--- src/rtl/hack_decoder_pkg.sv ---
// Shared mode constants and one-hot helper for the
// sequenced Hack decoder family.
package hack_decoder_pkg;

  localparam logic [1:0] MODE_DIRECT  = 2'b00;
  localparam logic [1:0] MODE_LATCH   = 2'b01;
  localparam logic [1:0] MODE_SCAN    = 2'b10;
  localparam logic [1:0] MODE_ONESHOT = 2'b11;

  // Widest select supported; callers size-cast the result.
  localparam int SEL_MAX = 8;
  localparam int OUT_MAX = 2 ** SEL_MAX;

  function automatic logic [OUT_MAX-1:0] onehot(
    input logic [SEL_MAX-1:0] s
  );
    onehot    = '0;
    onehot[s] = 1'b1;
  endfunction

endpackage

--- src/rtl/hack_decoder_seq_scan.sv ---
// hack_scan_counter: prescaler plus modulo-OUT_W scan index.
// Ports: clk, rst_n, i_en (advance), i_clr (restart at 0),
// o_idx (current index), o_wrap (this cycle steps last->0).
module hack_scan_counter #(
  parameter int SEL_W    = 2,
  parameter int SCAN_DIV = 1
) (
  input  logic             clk,
  input  logic             rst_n,
  input  logic             i_en,
  input  logic             i_clr,
  output logic [SEL_W-1:0] o_idx,
  output logic             o_wrap
);

  logic [15:0]      r_presc;
  logic [SEL_W-1:0] r_idx;
  logic             w_step;

  assign w_step = i_en && (r_presc == 16'(SCAN_DIV - 1));
  assign o_wrap = w_step && (&r_idx);
  assign o_idx  = r_idx;

  always_ff @(posedge clk) begin
    if (!rst_n || i_clr) begin
      r_presc <= '0;
      r_idx   <= '0;
    end else if (i_en) begin
      if (w_step) begin
        r_presc <= '0;
        // OUT_W is a power of two, so natural rollover is modulo OUT_W.
        r_idx   <= r_idx + 1'b1;
      end else begin
        r_presc <= r_presc + 16'd1;
      end
    end
  end

endmodule

--- src/rtl/hack_decoder_seq.sv ---
// hack_decoder_seq: registered SEL_W -> 2**SEL_W one-hot decoder
// with DIRECT, LATCH, SCAN and ONESHOT modes (SEL_W <= 8).
// Ports: clk, rst_n (sync, low), en, mode[1:0], sel, load in;
// out (one-hot or zero), idx (last active index), wrap out.
module hack_decoder_seq
  import hack_decoder_pkg::*;
#(
  parameter int SCAN_DIV = 1,
  parameter int SEL_W    = 2
) (
  input  logic                  clk,
  input  logic                  rst_n,
  input  logic                  en,
  input  logic [1:0]            mode,
  input  logic [SEL_W-1:0]      sel,
  input  logic                  load,
  output logic [2**SEL_W-1:0]   out,
  output logic [SEL_W-1:0]      idx,
  output logic                  wrap
);

  localparam int OUT_W = 2 ** SEL_W;

  logic [OUT_W-1:0] r_out;
  logic [SEL_W-1:0] r_idx;
  logic [SEL_W-1:0] r_lat;
  logic             r_wrap;

  logic [SEL_W-1:0] w_sidx;
  logic             w_swrap;
  logic             w_is_scan;
  logic [SEL_W-1:0] w_lsel;
  logic [SEL_W-1:0] w_sel;
  logic             w_act;
  logic [OUT_W-1:0] w_oh;

  assign w_is_scan = (mode == MODE_SCAN);

  // Counter only runs in SCAN; any other mode holds it at 0
  // so each SCAN entry starts from index 0.
  hack_scan_counter #(
    .SEL_W    (SEL_W),
    .SCAN_DIV (SCAN_DIV)
  ) u_scan (
    .clk    (clk),
    .rst_n  (rst_n),
    .i_en   (en && w_is_scan),
    .i_clr  (!w_is_scan),
    .o_idx  (w_sidx),
    .o_wrap (w_swrap)
  );

  // A load in LATCH decodes the new value at the same edge.
  assign w_lsel = load ? sel : r_lat;

  always_comb begin
    w_sel = sel;
    w_act = 1'b0;
    unique case (mode)
      MODE_DIRECT: begin
        w_act = en;
      end
      MODE_LATCH: begin
        w_sel = w_lsel;
        w_act = en;
      end
      MODE_SCAN: begin
        w_sel = w_sidx;
        w_act = en;
      end
      MODE_ONESHOT: begin
        w_act = en && load;
      end
    endcase
  end

  assign w_oh = OUT_W'(onehot(SEL_MAX'(w_sel)));

  always_ff @(posedge clk) begin
    if (!rst_n) begin
      r_out  <= '0;
      r_idx  <= '0;
      r_lat  <= '0;
      r_wrap <= 1'b0;
    end else begin
      if (w_act) begin
        r_out <= w_oh;
        r_idx <= w_sel;
      end else begin
        r_out <= '0;
      end
      // Latch captures even with en=0.
      if (mode == MODE_LATCH && load) r_lat <= sel;
      r_wrap <= w_is_scan && w_swrap;
    end
  end

  assign out  = r_out;
  assign idx  = r_idx;
  assign wrap = r_wrap;

endmodule

--- config.mk ---
export PLATFORM = sky130hd
export DESIGN_NAME = hack_decoder_seq
export DESIGN_NICKNAME = d
export VERILOG_FILES = /design/src/rtl/hack_decoder_pkg.sv /design/src/rtl/hack_decoder_seq_scan.sv /design/src/rtl/hack_decoder_seq.sv
export SDC_FILE = /design/constraint.sdc
export NUM_CORES = 1
export LEC_CHECK = 0
export BUFFER_PORTS_ARGS = -buffer_cell sky130_fd_sc_hd__buf_4
export CORE_UTILIZATION = 60
export DETAILED_ROUTE_END_ITERATION = 7
export PLACE_DENSITY = 0.82
export SKIP_LAST_GASP = 1
export SYNTH_ARGS = -nofsm -noshare
export SYNTH_HDL_FRONTEND = slang
export SYNTH_HIERARCHICAL = 1
export SYNTH_SLANG_ARGS = --single-unit
export TNS_END_PERCENT = 30
--- constraint.sdc ---
create_clock -name clk -period 4.95 [get_ports clk]
set_input_delay 0 -clock clk [delete_from_list [all_inputs] [get_ports clk]]
set_output_delay 0 -clock clk [all_outputs]
set_load 0.02 [all_outputs]
**Yosys cells after proc, flatten, opt, wreduce, memory -nomap -nowiden**

Index checks and enable logic that the tools add are counted.

- Output and inout port bits: 7
- Bits in registers: 27
- Word-level logic and storage cells: 35
- Input bits: 8

- Order comparisons: 2
- Multiplexer cells: 6
- $add $sub $neg: 2
- Equality and inequality tests: 3
- Reductions and logical operators: 16

Operator list:

| cell | number |
|---|---|
| 16-bit by 1-bit adder with 16-bit output (second input constant) | 1 |
| 16-bit logical NOT | 1 |
| 16-bit 2-to-1 mux | 1 |
| 2-bit by 9-bit less-than comparator with 1-bit output (second input constant) | 1 |
| 1-bit logical AND | 7 |
| 2-bit AND reduction | 3 |
| 2-bit equality test (second input constant) | 2 |
| 2-bit case mux with 2 select lines | 1 |
| 3-bit OR reduction | 1 |
| 2-bit by 1-bit adder with 2-bit output (second input constant) | 1 |
| 1-bit demux with 2-bit select | 1 |
| 2-bit by 1-bit equality test with 1-bit output (second input constant) | 1 |
| 2-bit by 1-bit >= comparator with 1-bit output (second input constant) | 1 |
| 1-bit logical NOT | 2 |
| 2-bit logical NOT | 1 |
| 2-bit 2-to-1 mux | 1 |
| 1-bit case mux with 2 select lines | 1 |
| 1-bit logical OR | 1 |
| 1-bit 2-to-1 mux | 1 |

**Longest topological paths before layout**

Gate-level depths: netlist of the first run.

- Depth in word-level cells: 6
- Gate-level depth with buffers: 9
- Depth with buffers taken out: 7

**By module**

The synthesis of the first run kept the hierarchy.

Modules (own cells, without submodules):

| module | area an instance (um^2) | seq. area each (um^2) | cells an instance | instances |
|---|---|---|---|---|
| hack_scan_counter | 860.8 | 360.3 | 101 | 1 |
| hack_decoder_seq | 455.4 | 180.2 | 43 | 1 |

**Worst setup path before layout of the first run**

No wires, ideal clock.

- Kind: in2reg
- Start point: input mode[0]
- End point: register u_scan.r_presc[15]
- Arrival time: 1558 ps
- Data required time: 4880 ps
- Setup time: 70 ps
- Stages: 8
- Slack: 3321 ps
- Buffers on the path: 1
- Cells stage by stage: inv_1 > ha_1 > and2_1 > buf_2 > nand4_1 > or4_1 > or3_1 > a21oi_1

- Word-level cells in the longest chain between the ends: 4
- Elaborated cells on any way between the ends: 6
- Those cells by class: eq/ne (1); mux (1); reduce/logical (4)

Ends and longest elaborated chain:

| element | line | source |
|---|---|---|
| start, declared | hack_decoder_seq.sv:14 | `input logic [1:0] mode,` |
| 2-bit equality test * | hack_decoder_seq.sv:37 | `assign w_is_scan = (mode == MODE_SCAN);` |
| 1-bit logical AND | hack_decoder_seq.sv:47 | `.i_en (en && w_is_scan),` |
| 1-bit logical AND | hack_decoder_seq_scan.sv:20 | `assign w_step = i_en && (r_presc == 16'(SCAN_DIV - 1));` |
| 16-bit 2-to-1 mux | hack_decoder_seq_scan.sv:29 | `if (w_step) begin` |
| end signal, assigned | hack_decoder_seq_scan.sv:34 | `r_presc <= r_presc + 16'd1;` |
| end, declared | hack_decoder_seq_scan.sv:16 | `logic [15:0] r_presc;` |

Every way passes the cells marked *; elsewhere a longest branch is shown, timed or not.
A chain may end at the register's enable or synchronous reset.

**Worst setup path in the final report of the first run**

- Start point: register u_scan.r_presc[2]
- End point: register u_scan.r_presc[15]

- Word-level cells in the longest chain between the ends: 3
- Elaborated cells on any way between the ends: 4
- Those cells by class: add/sub (1); mux (1); reduce/logical (2)

Ends and longest elaborated chain:

| element | line |
|---|---|
| parallel branches: the longest is 2 deep, another holds 16-bit by 1-bit adder with 16-bit output | -- |
| 16-bit 2-to-1 mux * | hack_decoder_seq_scan.sv:29 |

Every way passes the cells marked *.

==> impl_metrics.toml, run 1 <==
[status]
outcome = "completed"

[timing]
slew_violations = 0
finalWorstSetupSlack_ns = 2.933
setup_tns_ns = 0
fin_crit_sh_pct = 40.75
holdWs_ns = 0.03630
tightest_slew_ns = 0.5294
rsz0062_at_grt = "false"
clock.fmax_ghz = 0.4958
max_slew_margin_pct = 64.71
hold_viol_final = 0
skew_ns = 0.001392
period_needed_ns = 2.017
setup_viol = 0

[global_routing]
grt.overflow.total = 0
grtUsageTotal_pct = 23.52
grt_max_degree = 15
grt_pass1_vias = 1028
antenna_found_initial = 0
grt_first_pass_wirelength_um = 4360

[clock_tree]
cts_resized = 0
cts_max_level = 1
cts_buffer_depth = 2
post_cts_buffers = 0
cts_tree = "yes"
ctsHoldBuffers = 5
cts-buffers-inserted = 3
cts.sink_count = 27
clock-root-buffer = "clkbuf_4"
clkLatencyLatePin_ns = 0.31
clk_pin_slew_worst_paths_ns = 0.13

[cells_and_area]
utilization_pct = 75.81
drive_above_1_share_pct = 15.85
multiInputGateArea_um2 = 735.7
final_cell_mix = "27 x dfxtp_1, 19 x nor2_1, 14 x buf_4, 10 x xnor2_1"
seqCellArea_um2 = 540.5
fill_cells = 142
syn_to_final_growth_pct = 15.30
diodes = 0
final_cells = 191
fin_nets = 179
final_common_cell = "dfxtp_1"

[floorplanning]
ios = 15
initial_core_util_pct = 65.75
core_um2 = 2002
die_h_um = 48.84
die_w_um = 48.84
row_count = 16
die_area_um2 = 2385

[power_and_ir_drop]
power.density_nw_per_um2 = 230.7
vdd.ir_drop.worst_uv = 198.5
p_leak_nw = 0.5412
p_comb_share_pct = 11.3
netSwitchingFraction_pct = 22.61
p_sw_mw = 0.07919
intPower_mw = 0.2710
clockPowerShare_pct = 25.3
sequentialPowerShare_pct = 63.3

[setup_path]
worstPathMaxFanout = 11
max_stage_delay_ns = 0.64
worst_path_max_delay_cell = "or4_1"
critPathBufInv = 0
cp.arrival_ns = 2.26
required_ns = 5.19
reg2reg_depth = 4
path_class = "reg -> reg"
crit_family = "simple AND/OR/NAND/NOR gates"
end_kind = "register"
cp-start-kind = "register"
crit_cells = 4
cp_cell_sequence = "nand4_1, or4_1, or3_1, a21oi_1"

[route]
ant_nets = 0
avgViaCountPerCell = 5.691
drc_errors = 0
post_drt_wl_per_cell_um = 13.09
drt_iter0_markers = 28
wirelength_um = 2500
num_vias = 1087
dr.pass1.iters = 4

[yosys]
ys_seq_area_share_pct = 41.06
ys_types = 33
synthFlopType = "dfxtp_1"
syn_inst = 144
async_flop_share_pct = 0
syn_area_per_cell_um2 = 9.141
ys_ff_latch = 27
ys_warn_count = 6
synth_edf_count = 0
syn-num-nets = 158
synth_area_um2 = 1316

[placement]
gp_congestion = 0.7976
post-dp-hpwl_um = 1803
dp_worst_setup_slack_ns = 2.687
dp_cells = 182
io_buffers = 14

[flow_run]
maxCapViolations = 0

[min_path]
worstHoldPathType = "in -> reg"
min_path_cells = 3
[synth_stat cells, drive strengths merged (2+ instances only)]
master / count / area, um^2
nand2b: 5 / 33.78
nor3b: 2 / 25.02
nor4: 5 / 31.28
nand3: 10 / 55.05
inv: 7 / 26.28
nor3: 5 / 25.02
buf: 2 / 10.01
nor2: 19 / 71.32
and3b: 2 / 17.52
nand4: 6 / 43.79
and4bb: 2 / 28.78
a211oi: 4 / 55.05
xor2: 4 / 35.03
dfxtp: 27 / 540.5
xnor2: 10 / 87.58
and2: 2 / 12.51
a21oi: 7 / 35.03
nand2: 9 / 33.78
ha: 6 / 75.07
nor4b: 2 / 17.52
[metrics by stage]
step | power, mW | cell area (um^2)
after floorplan | 0.2494 | 1316
after global placement | 0.2616 | 1441
after detailed placement | 0.2630 | 1441
after CTS | 0.3550 | 1518
after global routing | 0.3683 | 1518
final | 0.3502 | 1518
[path summary, 6_finish.rpt]
kind         slack, ns              start                 end
max reg2reg       2.93  u_scan/r_presc[2]  u_scan/r_presc[15]
max               2.93  u_scan/r_presc[2]  u_scan/r_presc[15]
min               0.04                 en              idx[1]
min reg2reg       0.47           r_lat[0]            r_lat[0]
[power groups by stage]
stage          sequential, mW  combinational (mW)  clock [mW]
4_1_cts                 0.222              0.0391      0.0940
3_3_place_gp            0.227              0.0350           0
3_5_place_dp            0.227              0.0363           0
6_report                0.222              0.0397      0.0887
2_1_floorplan           0.229              0.0200           0
5_1_grt                 0.222              0.0433       0.103
[cell families after synthesis]
kind of cell	synth area share (%)
buf+inv	3.042
fa+ha+maj	5.703
flops	41.06
xor+xnor	9.315
simple gates	32.22
mux	0.7605
compound gates	7.889
[registers in the layout (all words and copies together) (netlist names)]
name            flops
u_scan/r_presc     16
out                 4
idx                 2
r_lat               2
u_scan/o_idx        2
wrap                1
[worst min-delay path, cell delays in order]
cell and delay (ns):
buf_4 0.13, a21oi_1 0.12, a211oi_1 0.06
[final cells by class]
type                    count  share of cell area (%)
clock buffers               4                   1.731
flip-flops and latches     27                   35.61
repair buffers             19                   10.22
inverters                   7                   1.731
well taps                  27                   2.226
multi-input cells         107                   48.47
[routing by layer]
| layer | GRT usage, % | up-vias | part of all wire [%] |
|---|---|---|---|
| met3 | 6.231 | 4 | 4.1 |
| met1 | 28.69 | 515 | 46 |
| met4 | 5.882 | 0 | 0.84 |
| li1 | - | 543 | - |
| met2 | 40.97 | 25 | 49 |
| met5 | 0 | - | 0 |
No activity file was read; power rests on OpenSTA's default activity.
==> run 2: changes to the inputs <==
--- a/config.mk
+++ b/config.mk
@@ -6,9 +6,9 @@
 export NUM_CORES = 1
 export LEC_CHECK = 0
 export BUFFER_PORTS_ARGS = -buffer_cell sky130_fd_sc_hd__buf_4
-export CORE_UTILIZATION = 60
+export CORE_UTILIZATION = 56
 export DETAILED_ROUTE_END_ITERATION = 7
-export PLACE_DENSITY = 0.82
+export PLACE_DENSITY = 0.77
 export SKIP_LAST_GASP = 1
 export SYNTH_ARGS = -nofsm -noshare
 export SYNTH_HDL_FRONTEND = slang
==> constraint.sdc (replaced) <==
create_clock -name clk -period 1.9 [get_ports clk]
set_input_delay 0 -clock clk [delete_from_list [all_inputs] [get_ports clk]]
set_output_delay 0 -clock clk [all_outputs]
set_load 0.02 [all_outputs]
==> impl_metrics.toml, run 2 (same netlist as run 1, synthesis figures left out) <==
[floorplanning]
die_h_um = 50.48
ios = 15
core_um2 = 2212
row_count = 17
initial_core_util_pct = 59.50
die_w_um = 50.48
die_area_um2 = 2548

[global_routing]
grt_first_pass_wirelength_um = 4609
grt_pass1_vias = 1060
grtUsageTotal_pct = 23.89
antenna_found_initial = 0
grt.overflow.total = 0
grt_max_degree = 15

[setup_path]
worst_path_max_delay_cell = "dlygate4sd3_1"
critPathBufInv = 4
crit_top_cell = "dlygate4sd3_1"
worstPathMaxFanout = 2
end_kind = "register"
path_class = "in -> reg"
cp.arrival_ns = 1.98
required_ns = 2.17
cp_cell_sequence = "dlygate4sd3_1, buf_4, nand3_1, dlygate4sd3_1, a21oi_1, dlygate4sd3_1"
max_stage_delay_ns = 0.58
cp-start-kind = "input port"
crit_family = "buffers and inverters"

[timing]
rsz0062_at_grt = "false"
period_needed_ns = 1.711
tightest_slew_ns = 0.3605
max_slew_margin_pct = 75.75
setup_viol = 0
skew_ns = 0.002385
hold_viol_final = 0
fin_crit_sh_pct = 90.04
holdWs_ns = 0.01089
slew_violations = 0
setup_tns_ns = 0
clock.fmax_ghz = 0.5846

[cells_and_area]
final_common_cell = "dfxtp_1"
final_cell_mix = "27 x dfxtp_1, 19 x nor2_1, 18 x buf_4, 10 x xnor2_1"
largest_reg_flops = 16
drive_above_1_share_pct = 18.34
regMostFlops = "u_scan/r_presc"
utilization_pct = 70.76
diodes = 0
syn_to_final_growth_pct = 18.92
design_area_um2 = 1565
fin_nets = 184

[route]
ant_nets = 0
dr.pass1.iters = 4
avgViaCountPerCell = 5.650
num_vias = 1113
post_drt_wl_per_cell_um = 13.98
drc_errors = 0
wirelength_um = 2754
drt_iter0_markers = 18

[clock_tree]
cts_tree = "yes"
clk_pin_slew_worst_paths_ns = 0.14
cts_buffer_depth = 2
cts.sink_count = 27
cts_max_level = 1
cts-buffers-inserted = 3
clkLatencyLatePin_ns = 0.32
clock-root-buffer = "clkbuf_4"

[placement]
io_buffers = 14
post-dp-hpwl_um = 1887
gp_congestion = 0.7731
dpl_cell_area_um2 = 1473

[status]
outcome = "completed"

[flow_run]
maxCapViolations = 0

[power_and_ir_drop]
vdd.ir_drop.worst_uv = 424.6
total_power_mw = 0.9309
p_leak_nw = 0.5636
power.density_nw_per_um2 = 594.7

[min_path]
worstHoldPathType = "in -> reg"
## run 2: cell count changes in the layout (fill, tap and decap cells not counted)
cell / delta
buf_4: +4
dlygate4sd3_1: +1
nor4_1: -1
nor4_2: +1
## run 2: area by class of cell
class | count | area (um^2)
clock buffer | 4 | 26.28
fill | 179 | 646.9
multi-input combinational | 107 | 742.0
tap | 28 | 35.03
sequential | 27 | 540.5
timing repair buffer | 24 | 195.2
inverter | 7 | 26.28
## run 2: worst register-to-register path, cell delays in order (launching register included)
cell and delay [ns]:
dfxtp_1 0.48, nand4_2 0.17, or4_1 0.50, or3_1 0.35, a21oi_1 0.14
## run 2: metal layers
layer	global-route usage (%)	part of all wire, %	wire (um)	vias up
met2	40.44	51	1404	27
li1	-	-	-	553
met5	0	0	0	-
met1	30.26	45	1232	527
met4	9.722	1.4	39	0
met3	3.333	2.8	78	6
## run 2: power by group
group	switching [mW]	total, mW	internal (mW)	leakage (nW)
Sequential	0.00380	0.578	0.574	0.218
Combinational	0.0548	0.108	0.0533	0.330
Clock	0.163	0.245	0.0821	0.0150
Total	0.221	0.931	0.710	0.564
## run 2: path summary, 6_finish.rpt
| check | startpoint | endpoint | slack, ns | depth (start not counted) |
|---|---|---|---|---|
| setup / recovery | sel[0] | r_lat[0] | 0.19 | 6 |
| hold / removal | en | idx[0] | 0.01 | 3 |
| setup reg to reg | u_scan/r_presc[8] | u_scan/r_presc[15] | 0.19 | 4 |
| hold reg to reg | r_lat[1] | r_lat[1] | 0.48 | 2 |
## run 2: timing repair
action / 4_1_cts / 5_1_grt
hold buffers: 6 / 0
buffers inserted: 0 / 0
endpoints found under the setup margin: 0 / 1
hold endpoints to repair: 4 / 0
resized for setup: 0 / 1
## run 2: per-stage QoR
stage	worst slack, ns	instances
5_1_grt	0.03491	197
3_5_place_dp	0.1340	187
3_3_place_gp	0.2240	187
6_report	0.1893	197
4_1_cts	0.1629	197
2_1_floorplan	0.2715	144
